$ cat src/rtl/l2_fwd_stall_ctrl_pkg.sv
// Shared constants and types for the L2 forward-stall controller slice.
// Holds the cache geometry, the FSM state type and the held-forward record.
package l2_fwd_stall_ctrl_pkg;

    localparam int N_REQS         = 4;
    localparam int REQS_BITS      = 2;
    localparam int SET_BITS       = 8;
    localparam int LINE_ADDR_BITS = 26;
    localparam int MIX_MSG_BITS   = 3;
    localparam int CACHE_ID_BITS  = 4;
    localparam int STATE_BITS     = 4;
    localparam int CNT_BITS       = 16;

    typedef logic [REQS_BITS-1:0]      req_idx_t;
    typedef logic [MIX_MSG_BITS-1:0]   mix_msg_t;
    typedef logic [LINE_ADDR_BITS-1:0] line_addr_t;
    typedef logic [CACHE_ID_BITS-1:0]  cache_id_t;
    typedef logic [SET_BITS-1:0]       l2_set_t;
    typedef logic [STATE_BITS-1:0]     unstable_state_t;

    localparam unstable_state_t INVALID = '0;

    typedef enum logic [1:0] {
        IDLE   = 2'd0,
        STALL  = 2'd1,
        REPLAY = 2'd2
    } fwd_stall_state_t;

    typedef struct packed {
        mix_msg_t   coh_msg;
        line_addr_t addr;
        cache_id_t  req_id;
    } fwd_held_t;

endpackage

$ cat src/rtl/l2_fwd_stall_ctrl_set_conflict.sv
// Tracks whether the peeked CPU request is stalled on a busy set and pulses
// a release when a request entry in that set drops back to INVALID.
module l2_set_conflict_tracker
    import l2_fwd_stall_ctrl_pkg::*;
(
    input  logic                  clk,
    input  logic                  rst,
    input  logic                  set_i,
    input  logic                  clr_i,
    input  logic [SET_BITS-1:0]   set_in_i,
    input  logic                  upd_valid_i,
    input  logic [STATE_BITS-1:0] upd_state_i,
    input  logic [SET_BITS-1:0]   upd_set_i,
    output logic                  set_conflict_o,
    output logic                  release_o
);

    logic    conflict_q, conflict_d;
    l2_set_t conflict_set_q, conflict_set_d;
    logic    release_q, release_d;
    logic    set_freed;

    assign set_freed = conflict_q && upd_valid_i && (upd_state_i == INVALID)
                       && (upd_set_i == conflict_set_q);

    // NOTE: every comb output gets a default first so no path leaves it unassigned (no latch).
    always_comb begin
        conflict_d     = conflict_q;
        conflict_set_d = conflict_set_q;
        release_d      = 1'b0;
        // A fresh conflict outranks a release landing in the same cycle.
        if (set_i) begin
            conflict_d     = 1'b1;
            conflict_set_d = set_in_i;
        end else if (set_freed) begin
            conflict_d = 1'b0;
            release_d  = 1'b1;
        end else if (clr_i) begin
            conflict_d = 1'b0;
        end
    end

    // NOTE: reset is synchronous, so it lives inside the clocked branch, not the sensitivity list.
    always_ff @(posedge clk) begin
        if (!rst) begin
            conflict_q     <= 1'b0;
            conflict_set_q <= '0;
            release_q      <= 1'b0;
        end else begin
            conflict_q     <= conflict_d;
            conflict_set_q <= conflict_set_d;
            release_q      <= release_d;
        end
    end

    assign set_conflict_o = conflict_q;
    assign release_o      = release_q;

endmodule

$ cat src/rtl/l2_fwd_stall_ctrl.sv
// Holds one forward that hit an in-flight request, blocks forward intake while
// held, and replays it to the L2 controller once the blocking entry is updated.
module l2_fwd_stall_ctrl
    import l2_fwd_stall_ctrl_pkg::*;
#(
    parameter int CNT_W = CNT_BITS
) (
    input  logic                      clk,
    input  logic                      rst,
    input  logic                      set_fwd_stall,
    input  logic                      clr_fwd_stall,
    input  logic [REQS_BITS-1:0]      fwd_stall_i_wr_data,
    input  logic [MIX_MSG_BITS-1:0]   fwd_cap_coh_msg,
    input  logic [LINE_ADDR_BITS-1:0] fwd_cap_addr,
    input  logic [CACHE_ID_BITS-1:0]  fwd_cap_req_id,
    input  logic                      set_set_conflict_reqs,
    input  logic                      clr_set_conflict_reqs,
    input  logic [SET_BITS-1:0]       conflict_set_in,
    input  logic                      req_upd_valid,
    input  logic [REQS_BITS-1:0]      req_upd_i,
    input  logic [STATE_BITS-1:0]     req_upd_state,
    input  logic [SET_BITS-1:0]       req_upd_set,
    input  logic                      fwd_replay_ready,
    output logic                      fwd_stall,
    output logic [REQS_BITS-1:0]      fwd_stall_i,
    output logic                      fwd_replay_valid,
    output logic [MIX_MSG_BITS-1:0]   fwd_replay_coh_msg,
    output logic [LINE_ADDR_BITS-1:0] fwd_replay_addr,
    output logic [CACHE_ID_BITS-1:0]  fwd_replay_req_id,
    output logic                      set_conflict,
    output logic                      set_conflict_release,
    output logic [CNT_W-1:0]          stall_cycles
);

    fwd_stall_state_t  state_q, state_d;
    fwd_held_t         held_q, held_d;
    req_idx_t          idx_q, idx_d;
    logic [CNT_W-1:0]  cnt_q, cnt_d;

    // clr_fwd_stall only matters when set is low, which is the IDLE default anyway.
    logic unused_ok;
    assign unused_ok = clr_fwd_stall;

    always_comb begin
        state_d = state_q;
        held_d  = held_q;
        idx_d   = idx_q;
        case (state_q)
            IDLE: begin
                if (set_fwd_stall) begin
                    held_d  = '{coh_msg: fwd_cap_coh_msg, addr: fwd_cap_addr,
                                req_id: fwd_cap_req_id};
                    idx_d   = fwd_stall_i_wr_data;
                    state_d = STALL;
                end
            end
            STALL: begin
                if (req_upd_valid && (req_upd_i == idx_q)) state_d = REPLAY;
            end
            // Updates seen here are ignored: the held entry was already released.
            REPLAY: begin
                if (fwd_replay_ready) state_d = IDLE;
            end
            default: state_d = IDLE;
        endcase
    end

    always_comb begin
        cnt_d = cnt_q;
        if ((state_q != IDLE) && (cnt_q != '1)) cnt_d = cnt_q + CNT_W'(1);
    end

    // NOTE: sequential state uses non-blocking assignments so every register samples pre-edge values.
    always_ff @(posedge clk) begin
        if (!rst) begin
            state_q <= IDLE;
            held_q  <= '0;
            idx_q   <= '0;
            cnt_q   <= '0;
        end else begin
            state_q <= state_d;
            held_q  <= held_d;
            idx_q   <= idx_d;
            cnt_q   <= cnt_d;
        end
    end

    assign fwd_stall          = (state_q != IDLE);
    assign fwd_replay_valid   = (state_q == REPLAY);
    assign fwd_stall_i        = idx_q;
    assign fwd_replay_coh_msg = held_q.coh_msg;
    assign fwd_replay_addr    = held_q.addr;
    assign fwd_replay_req_id  = held_q.req_id;
    assign stall_cycles       = cnt_q;

    l2_set_conflict_tracker u_conflict (
        .clk            (clk),
        .rst            (rst),
        .set_i          (set_set_conflict_reqs),
        .clr_i          (clr_set_conflict_reqs),
        .set_in_i       (conflict_set_in),
        .upd_valid_i    (req_upd_valid),
        .upd_state_i    (req_upd_state),
        .upd_set_i      (req_upd_set),
        .set_conflict_o (set_conflict),
        .release_o      (set_conflict_release)
    );

    // A second forward must not be presented while one is already held.
    a_no_set_in_stall: assert property (@(posedge clk) disable iff (!rst)
        !((state_q == STALL) && set_fwd_stall));

endmodule

$ cat config.mk
export PLATFORM = sky130hd
export DESIGN_NAME = l2_fwd_stall_ctrl
export DESIGN_NICKNAME = d
export VERILOG_FILES = /design/src/rtl/l2_fwd_stall_ctrl_pkg.sv /design/src/rtl/l2_fwd_stall_ctrl_set_conflict.sv /design/src/rtl/l2_fwd_stall_ctrl.sv
export SDC_FILE = /design/constraint.sdc
export NUM_CORES = 1
export LEC_CHECK = 0
export ABC_AREA = 1
export CAP_MARGIN = 20
export CORE_MARGIN = 2
export CORE_UTILIZATION = 42
export DETAILED_ROUTE_END_ITERATION = 10
export GPL_TIMING_DRIVEN = 1
export PLACE_DENSITY = 0.8
export SLEW_MARGIN = 25
export SYNTH_ARGS = -nofsm -noshare
export SYNTH_HDL_FRONTEND = slang
export SYNTH_SLANG_ARGS = --single-unit
$ cat constraint.sdc
create_clock -name clk -period 2.1 [get_ports clk]
set_input_delay 0.42 -clock clk [delete_from_list [all_inputs] [get_ports clk]]
set_output_delay 0.42 -clock clk [all_outputs]
set_load 0.02 [all_outputs]
==> flow_metrics.py, run 1 <==
metrics = {
    "floorplanning": {
        "die_h_um": 84.8,
        "die-area_mm2": 0.00719,
        "fp.dieW_um": 84.8,
        "io_pins": 120,
        "coreArea_mm2": 0.00631,
        "start_util": 0.434,
        "row_count": 29,
    },
    "timing": {
        "setup_viol": 0,
        "max_slew_margin": 0.696,
        "fmax_mhz": 494,
        "rsz0062_at_grt": "no",
        "timing.hold.ws_ps": 473,
        "finalHoldViolations": 0,
        "worst_slew_pin_slew_ps": 456,
        "fin_skew_ps": 7.18,
        "setup-tns-final_ps": 0,
        "layout_min_cycle_time_ps": 2020,
        "setup_ws_ps": 76.9,
        "min_period_over_period": 0.963,
        "maxSlewViolCount": 0,
    },
    "placed_design": {
        "routabilityCongestion": 0.846,
        "port_buffers": 118,
        "dpl.cell_count": 566,
        "dp_hpwl_um": 5420,
        "dpl_worst_slack_ps": 395,
    },
    "clocking": {
        "cts_num_sinks": 63,
        "clockBufferDepth": 2,
        "clock_latency_ps": 330,
        "numCtsBuffers": 9,
        "htreeDepth": 3,
        "cts-root-buf": "clkbuf_8",
        "cts_tree": "yes",
        "cts_hold_buffers": 0,
        "clk_pin_slew_worst_paths_ps": 70,
    },
    "route": {
        "totalWireLength_um": 7300,
        "drtIter0Drc": 66,
        "dr.pass1.iters": 4,
        "avgViaCountPerCell": 4.85,
        "wl_met1_um": 2970,
        "antenna_left": 0,
        "dr_wl_met3_um": 789,
        "drc": 0,
        "dr.max_layer_used": "met4",
        "wl_per_cell_um": 12.6,
        "met2_length_um": 3460,
        "vias": 2807,
    },
    "yosys": {
        "async_flop_share": 0,
        "synthesis.nets": 442,
        "yosysSeqAreaShare": 0.460,
        "synth_top_flop_cell": "dfxtp_1",
        "ys_types": 27,
        "synth_edf_count": 0,
        "synth_area_mm2": 0.00274,
        "yosys_warnings": 0,
        "syn_area_per_cell_um2": 7.29,
        "ys_ff_latch": 63,
        "synthCells": 376,
    },
    "status": {
        "outcome": "completed",
    },
    "finish": {
        "antenna_cells": 0,
        "layout-drive-gt1-share": 0.0916,
        "fin_nets": 566,
        "fin_util": 0.661,
        "syn_to_final_growth_pct": 52.2,
        "fin_cells": 579,
    },
    "critical_path": {
        "end_kind": "primary output",
        "start_kind": "flip-flop",
        "worstPathMaxFanout": 3,
        "required_ps": 1680,
        "worstSetupPathType": "flip-flop to primary output",
        "worstPathArrival_ps": 1600,
    },
    "grt": {
        "grt_pass1_wl_um": 12500,
        "grt_overflow": 0,
        "grt_util_all_layers": 0.217,
        "grt_max_degree": 36,
        "grt_pass1_vias": 2805,
        "antenna_found_initial": 0,
    },
    "power": {
        "cellLeakagePower_nw": 1.60,
        "power.density_mw_per_mm2": 670,
        "peakVddDrop_mv": 0.544,
    },
    "run": {
        "drv_cap": 0,
    },
    "hold_path": {
        "min_path_type": "flip-flop to flip-flop",
    },
}
-- cells by family (layout without fill, tap and decap cells) --
family	after synthesis	after routing	synth area share
AND/OR/NAND/NOR	197	197	0.300
AO/OA/AOI/OAI	67	67	0.139
flip-flops	63	63	0.460
buffers and inverters	35	161	0.0548
XOR/XNOR	13	13	0.0415
adder cells (fa/ha/maj)	1	1	0.00456
-- layer usage --
layer | vias up | GRT usage
met2 | 86 | 0.361
met3 | 7 | 0.108
met1 | 1259 | 0.238
met4 | 0 | 0.0823
li1 | 1455 | -
met5 | - | 0
-- final timing paths --
kind	start	to	slack, ps	cells past startpoint
min	u_conflict.conflict_set_q[1]	u_conflict.conflict_set_q[1]	470	2
min reg2reg	u_conflict.conflict_set_q[1]	u_conflict.conflict_set_q[1]	470	2
max reg2reg	stall_cycles[0]	stall_cycles[6]	500	7
max	state_q[1]	fwd_replay_valid	80	3
-- cell usage in the layout (no fill, tap or decap), drive strengths merged --
master         netlist  final
clkdlybuf4s50        0    117
nor2               114    114
dfxtp               63     63
nand2               57     57
o21ai               48     48
inv                 18     18
a21oi               17     17
nand3               13     13
clkbuf               9     11
buf                  6     10
nand4                8      8
xor2                 7      7
xnor2                6      6
clkinv               2      4
nor3b                2      2
nor3                 2      2
a21boi               1      1
or2                  1      1
o22ai                1      1
ha                   1      1
dlymetal6s2s         0      1
-- worst max-delay path, cell delays in order (launching register included) --
cell             delay [ps]
dfxtp_1                 370
inv_1                    50
nor2_1                  200
clkdlybuf4s50_1         660
-- registers in the layout, indices dropped and copies added, names as in the netlist --
register	cells
stall_cycles	16
state_q	2
fwd_replay_addr	26
fwd_stall_i	2
fwd_replay_coh_msg	3
u_conflict.release_o	1
u_conflict.conflict_set_q	8
u_conflict.set_conflict_o	1
fwd_replay_req_id	4
-- synth_stat cells, drive strengths merged (6+ instances only) --
| cell type | number | area, µm² |
|---|---|---|
| nor2 | 114 | 455 |
| dfxtp | 63 | 1260 |
| nand2 | 57 | 221 |
| o21ai | 48 | 244 |
| inv | 18 | 67.6 |
| a21oi | 17 | 123 |
| nand3 | 13 | 65.1 |
| clkbuf | 9 | 33.8 |
| nand4 | 8 | 50.1 |
| xor2 | 7 | 61.3 |
| buf | 6 | 41.3 |
| xnor2 | 6 | 52.6 |
-- cell type report --
cell class                      count  area, µm²
Clock buffer                       11        141
Clock inverter                      2       10.0
Fill cell                         564       2140
Inverter                           20       75.1
Multi-Input combinational cell    278       1330
Sequential cell                    63       1260
Tap cell                           77       96.3
Timing Repair Buffer              128       1260
-- stage by stage --
stage	cell area (µm²)	power, W
final	4170	0.00280
after global routing	4170	0.00295
after CTS	4170	0.00283
after detailed placement	4020	0.00196
after global placement	4020	0.00195
after floorplan	2740	0.00164
-- timing repair --
| action | in CTS | in global routing |
|---|---|---|
| setup endpoints to repair | 0 | 1 |
| gates resized for setup | 0 | 1 |
| setup buffers | 0 | 0 |
-- report_power, final --
group          switching [W]  internal [W]
clock network       0.000430      0.000437
registers          0.0000443       0.00128
logic               0.000300      0.000308
total               0.000774       0.00202
Power figures use the tool's default switching activity.
==> run 2, diff against run 1 <==
--- a/config.mk
+++ b/config.mk
@@ -12,7 +12,7 @@
 export DETAILED_ROUTE_END_ITERATION = 10
 export GPL_TIMING_DRIVEN = 1
 export PLACE_DENSITY = 0.8
-export SLEW_MARGIN = 25
+export SLEW_MARGIN = 40
 export SYNTH_ARGS = -nofsm -noshare
 export SYNTH_HDL_FRONTEND = slang
 export SYNTH_SLANG_ARGS = --single-unit
==> results of run 2 <==
No change in the layout: final DEF, timing and power equal those of run 1.
==> run 3, diff against run 2 <==
--- a/config.mk
+++ b/config.mk
@@ -7,6 +7,7 @@
 export LEC_CHECK = 0
 export ABC_AREA = 1
 export CAP_MARGIN = 20
+export CORE_ASPECT_RATIO = 0.9
 export CORE_MARGIN = 2
 export CORE_UTILIZATION = 42
 export DETAILED_ROUTE_END_ITERATION = 10
==> run 3 against run 2 <==
  * Die area is essentially flat
  * Utilization grew 1.6 points
  * Wire length shrank 2.8%
  * Final cell count grew 2.1%
  * Global-route usage is essentially flat
  * Largest power group unchanged
  * Via count grew 0.61%
  * Total power grew 1.7%
  * Critical path depth is the same
  * Sequential power is essentially flat
  * Final area grew 0.81%
  * Highest routed layer unchanged
==> flow_metrics.py, run 3 (synthesis results as in run 1) <==
metrics = {
    "clocking": {
        "clockBufferDepth": 2,
        "htreeDepth": 3,
        "numCtsBuffers": 9,
        "cts_num_sinks": 63,
        "clock_latency_ps": 340,
        "clk_pin_slew_worst_paths_ps": 80,
        "cts-root-buf": "clkbuf_8",
        "cts_setup_buffers": 0,
        "cts_tree": "yes",
    },
    "route": {
        "antenna_left": 0,
        "vias": 2824,
        "dr.pass1.iters": 4,
        "drtIter0Drc": 88,
        "wl_per_cell_um": 12.0,
        "totalWireLength_um": 7100,
        "avgViaCountPerCell": 4.78,
        "drc": 0,
    },
    "finish": {
        "fin_util": 0.677,
        "design_area_mm2": 0.00421,
        "layout-drive-gt1-share": 0.0972,
        "antenna_cells": 0,
        "fin_nets": 566,
        "largest_reg_flops": 26,
        "mostFrequentLayoutCell": "clkdlybuf4s50_1",
        "final_cell_mix": "117 x clkdlybuf4s50_1, 105 x nor2_1, 63 x dfxtp_1",
        "syn_to_final_growth_pct": 53.4,
    },
    "timing": {
        "max_slew_margin": 0.542,
        "setup-tns-final_ps": 0,
        "rsz0062_at_grt": "no",
        "setup_viol": 0,
        "fmax_mhz": 526,
        "maxSlewViolCount": 0,
        "finalHoldViolations": 0,
        "worst_slew_pin_slew_ps": 686,
        "min_period_over_period": 0.906,
        "layout_min_cycle_time_ps": 1900,
        "fin_skew_ps": 11.6,
        "setup_ws_ps": 198,
    },
    "critical_path": {
        "max_stage_delay_ps": 630,
        "end_kind": "primary output",
        "crit_chain": "inv_1 > nor2_1 > clkdlybuf4s50_1",
        "start_kind": "flip-flop",
        "worstPathArrival_ps": 1480,
        "crit_slowest_cell": "clkdlybuf4s50_1",
        "worstSetupPathType": "flip-flop to primary output",
        "worstPathMaxFanout": 3,
        "required_ps": 1680,
    },
    "grt": {
        "grt_pass1_wl_um": 12000,
        "grt_overflow": 0,
        "grt_max_degree": 34,
        "grt_pass1_vias": 2670,
        "grt_util_all_layers": 0.217,
        "antenna_found_initial": 0,
    },
    "run": {
        "drv_cap": 0,
    },
    "floorplanning": {
        "row_count": 27,
        "die-area_mm2": 0.00719,
        "start_util": 0.441,
        "io_pins": 120,
        "coreArea_mm2": 0.00622,
        "die_h_um": 80.6,
        "fp.dieW_um": 89.2,
    },
    "status": {
        "outcome": "completed",
    },
    "power": {
        "power.density_mw_per_mm2": 676,
        "cellLeakagePower_nw": 1.59,
        "peakVddDrop_mv": 0.403,
    },
    "placed_design": {
        "routabilityCongestion": 0.820,
        "dp_hpwl_um": 5370,
        "port_buffers": 118,
        "dpl_worst_slack_ps": 394,
        "placed_cell_area_mm2": 0.00403,
    },
    "hold_path": {
        "min_path_type": "flip-flop to flip-flop",
    },
}
==> run 3: cell types whose count changed in the layout (fill, tap and decap cells not counted), sizes merged <==
| cell | before | now |
|---|---|---|
| clkbuf | 11 | 10 |
| clkinv | 4 | 3 |
| clkinvlp | 0 | 4 |
==> run 3: power breakdown <==
part | internal [W] | switching, W
Combinational | 0.000307 | 0.000298
Sequential | 0.00128 | 0.0000452
Clock | 0.000450 | 0.000466
==> run 3: worst paths after layout <==
kind / slack (ps) / startpoint / cells after the start / to
worst min register to register: 480 / u_conflict.conflict_set_q[1] / 2 / u_conflict.conflict_set_q[1]
worst max-delay path: 200 / state_q[1] / 3 / fwd_replay_valid
worst min-delay path: 480 / u_conflict.conflict_set_q[1] / 2 / u_conflict.conflict_set_q[1]
worst max register to register: 430 / stall_cycles[1] / 7 / stall_cycles[2]
==> run 3: repair_timing <==
item,CTS,global route
hold buffers,0,0
resized for setup,0,1
endpoints found under the hold margin,0,0
setup endpoints to repair,0,1
==> run 3: worst max-delay path, delay by kind of cell (launching register included) <==
kind | cells | cell delay, ps
flops | 1 | 360
simple gates | 1 | 110
buf+inv | 2 | 680
==> run 3: layout make-up <==
type                            count  area, µm²
Clock inverter                      5       35.0
Sequential cell                    63       1260
Fill cell                         557       2010
Inverter                           20       75.1
Tap cell                           87        109
Clock buffer                       10        138
Timing Repair Buffer              128       1260
Multi-Input combinational cell    278       1330
==> run 3: per-stage QoR <==
step | total power [W] | hold WS, ps | cells
CTS | 0.00288 | 480 | 591
detailed placement | 0.00196 | 467 | 576
global placement | 0.00194 | 456 | 576
finish | 0.00284 | 476 | 591
floorplan | 0.00164 | 446 | 376
global route | 0.00299 | 502 | 591
==> run 3: metal layers <==
layer  up-vias  part of all wire  global-route usage
met1      1267              0.40               0.249
met2        98              0.50               0.356
met5         -                 0                   0
met3         7             0.091               0.103
li1       1452                 -                   -
met4         0            0.0092              0.0657
